$ cat config.mk
export PLATFORM = sky130hd
export DESIGN_NAME = pc_reg
export DESIGN_NICKNAME = d
export VERILOG_FILES = /design/src/rtl/pc_reg_pkg.sv /design/src/rtl/pc_reg.sv
export SDC_FILE = /design/constraint.sdc
export NUM_CORES = 1
export LEC_CHECK = 0
export CAP_MARGIN = 20
export CORE_MARGIN = 2
export CORE_UTILIZATION = 25
export DETAILED_ROUTE_END_ITERATION = 12
export GPL_TIMING_DRIVEN = 0
export SLEW_MARGIN = 5
export SYNTH_ARGS = -nofsm -noshare
export SYNTH_HDL_FRONTEND = slang
export SYNTH_SLANG_ARGS = --single-unit
$ cat constraint.sdc
create_clock -name clk -period 1 [get_ports clk]
set_clock_uncertainty 0.2 [all_clocks]
set_input_delay 0.3 -clock clk [delete_from_list [all_inputs] [get_ports clk]]
set_output_delay 0.3 -clock clk [all_outputs]
set_load 0.1 [all_outputs]
$ cat src/rtl/pc_reg_pkg.sv
// Shared program-counter definitions for datapath blocks that pass PC values.
package pc_reg_pkg;

  localparam int unsigned PC_WIDTH       = 32;
  localparam logic [31:0] PC_RESET_VALUE = 32'h0000_0000;

  typedef logic [PC_WIDTH-1:0] pc_t;

endpackage : pc_reg_pkg

$ cat src/rtl/pc_reg.sv
// Program-counter register: WIDTH-bit load-enabled register with synchronous active-low reset.
// Optional PC_REG_ALIGN_CHECK_EN adds a registered, advisory word-misalignment flag.
module pc_reg
  import pc_reg_pkg::*;
#(
  parameter int unsigned WIDTH       = PC_WIDTH,
  parameter logic [31:0] RESET_VALUE = PC_RESET_VALUE
) (
  input  logic             clk,
  input  logic             reset,
  input  logic             ena,
  input  logic [WIDTH-1:0] in,
`ifdef PC_REG_ALIGN_CHECK_EN
  output logic             misaligned,
`endif
  output logic [WIDTH-1:0] out
);

  // RESET_VALUE is always 32 bits; fit it to the datapath width.
  localparam logic [WIDTH-1:0] LP_RESET = WIDTH'(RESET_VALUE);

  logic [WIDTH-1:0] r_pc;

  always_ff @(posedge clk) begin
    if (!reset) begin
      r_pc <= LP_RESET;
    end else if (ena) begin
      r_pc <= in;
    end
  end

  assign out = r_pc;

`ifdef PC_REG_ALIGN_CHECK_EN
  logic r_misaligned;
  logic w_low_bits_set;

  // Flag tracks the value being loaded; out itself is never altered.
  assign w_low_bits_set = (in[1:0] != 2'b00);

  always_ff @(posedge clk) begin
    if (!reset) begin
      r_misaligned <= 1'b0;
    end else if (ena) begin
      r_misaligned <= w_low_bits_set;
    end
  end

  assign misaligned = r_misaligned;
`endif

endmodule : pc_reg

==> results.sh <==
export IMPL_outcome="finished, violations left"
export IMPL_violations="setup timing"
export IMPL_rows=25
export IMPL_power_density_nw_per_um2=1500
export IMPL_rr_worst_depth=2
export IMPL_drtIter0Drc=15
export IMPL_cpMaxStageDelayCell="dfxtp_4"
export IMPL_dp_slack_ns=-0.975
export IMPL_numPortBuffers=65
export IMPL_grt_setup_unrepaired="yes"
export IMPL_critPathMaxStageDelay_ns=0.37
export IMPL_grt_pass1_wl_um=5150
export IMPL_final_common_cell="buf_12"
export IMPL_place_inst=235
export IMPL_yosys_warnings=0
export IMPL_grt_max_degree=11
export IMPL_finalSetupViolCount=32
export IMPL_ys_ff_latch=32
export IMPL_cp_depth=1
export IMPL_relSlewSlack_pct=89.6
export IMPL_worst_pin_slew_ns=0.151
export IMPL_crit_start="out[22]$_SDFFE_PN0P_"
export IMPL_insertion_delay_ns=0.28
export IMPL_power_mw=3.82
export IMPL_area_growth_pct=105
export IMPL_detailed_place_hpwl_um=2200
export IMPL_clock_sinks=32
export IMPL_fp_dieW_um=74.5
export IMPL_worst_path_buf_inv=1
export IMPL_routed_wl_um=3030
export IMPL_peakVddDrop_mv=0.641
export IMPL_power_leakage_nw=1.04
export IMPL_route_detailed_drc=0
export IMPL_fin_ws_ns=-0.325
export IMPL_clk_pin_slew_ns=0.07
export IMPL_postCtsHoldBufs=0
export IMPL_antenna_left=0
export IMPL_required_ns=0.50
export IMPL_yosysUniqueCellTypes=6
export IMPL_dieArea_um2=5550
export IMPL_path_class="reg2out"
export IMPL_clockBufferDepth=2
export IMPL_synthesis_nets=138
export IMPL_fmax_ghz=0.755
export IMPL_yosysSeqAreaShare_pct=51.5
export IMPL_final_nets=210
export IMPL_die_h_um=74.5
export IMPL_grt_usage_pct=12.7
export IMPL_maxCapViolCount=0
export IMPL_largest_reg_flops=32
export IMPL_tritoncts="built"
export IMPL_synth_area_um2=1240
export IMPL_finalSetupTns_ns=-9.80
export IMPL_path_cells="buf_12"
export IMPL_cp_top_family="flip-flops"
export IMPL_yosys_top_cells_area="dfxtp_1, mux2i_1, nor2b_1"
export IMPL_core_um2=4750
export IMPL_drv_slew=0
export IMPL_fin_hold_ws_ns=0.124
export IMPL_cts_buffers=5
export IMPL_cts_root_buf="clkbuf_8"
export IMPL_firstDrtPassIters=2
export IMPL_hold_viol=0
export IMPL_post_cts_buffers=0
export IMPL_drive_gt1_share_pct=44.3
export IMPL_overflow=0
export IMPL_cp_start_kind="register"
export IMPL_vias=965
export IMPL_arrival_ns=0.82
export IMPL_timing_final_crit_share_pct=132
export IMPL_crit_path_end_kind="output port"
export IMPL_vias_per_cell=3.97
export IMPL_antenna_found_initial=0
export IMPL_hp_start="ena"
export IMPL_r2r_start="out[3]$_SDFFE_PN0P_"
export IMPL_yosys_area_top_type="dfxtp_1"
export IMPL_most_common_layout_cells="buf_12, mux2i_1, nor2b_1, clkdlybuf4s50_1, dfxtp_4"
export IMPL_min_period_ns=1.32
export IMPL_finalInstanceArea_um2=2550
export IMPL_hold_path_end="out[31]$_SDFFE_PN0P_"
export IMPL_post_route_util_pct=53.7
export IMPL_n_antenna_cell=0
export IMPL_htreeDepth=2
export IMPL_io_pins=67
export IMPL_gp_congestion=0.665
export IMPL_placed_cell_area_um2=2110
export IMPL_grt_pass1_vias=1103
export IMPL_hold_class="in2reg"
export IMPL_synth_top_area_share_pct=51.5
export IMPL_start_util_pct=26.2
export IMPL_final_cells=243
export IMPL_syn_inst=103
export IMPL_syn_mean_instance_area_um2=12.1
export IMPL_min_path_cells=3
export IMPL_cp_max_fo=2
export IMPL_r2r_slack_ns=0.13
export IMPL_r2r_end="out[3]$_SDFFE_PN0P_"
export IMPL_wl_per_cell_um=12.5
kinds of logic (layout without fill, tap and decap cells):
family,after synthesis,in the layout,synth area share [%]
muxes,32,32,25.8
DFF,32,32,51.5
and+or+nand+nor,32,32,16.1
buffers and inverters,7,80,6.64
area by class of cell:
cell class                 instances  area [um2]
fill                             432        2200
timing repair buffer              65         970
sequential                        32         761
multi-input combinational         64         520
buffer                             7         109
tap                               67        83.8
clock buffer                       6        72.6
clock inverter                     2        35.0
worst max path at each step:
stage                                     end
after floorplan           out[0]$_SDFFE_PN0P_
after global placement                 out[0]
after detailed placement              out[23]
after CTS                             out[23]
after global routing                  out[22]
final                                 out[22]
power by group:
group | switching (mW) | internal [mW] | total [mW] | leakage (nW)
logic | 0.693 | 0.528 | 1.22 | 0.703
clock network | 0.456 | 0.739 | 1.19 | 0.0552
registers | 0.0816 | 1.32 | 1.40 | 0.285
total | 1.23 | 2.59 | 3.82 | 1.04
worst register-to-register path: cells and delay by family (launching register included):
kind | cells | cell delay (ns)
flip-flops | 1 | 0.35
multiplexers | 1 | 0.15
AND/OR/NAND/NOR | 1 | 0.06
layer usage:
| metal | up-vias | GRT usage (%) | wire (um) |
|---|---|---|---|
| met5 | - | 0 | 0 |
| met4 | 0 | 5.36 | 49 |
| met3 | 5 | 5.69 | 273 |
| met2 | 46 | 22.2 | 1550 |
| met1 | 435 | 13.2 | 1160 |
| li1 | 479 | - | - |
cell usage after synthesis:
master	instances
dfxtp_1	32
mux2i_1	32
nor2b_1	32
buf_12	3
clkbuf_1	3
buf_6	1
what timing repair did:
action | 4_1_cts | 5_1_grt
endpoints found under the setup margin | 62 | 51
gates resized for setup | 294 | 6
pin swaps | 0 | 0
Power figures use the tool's default switching activity.
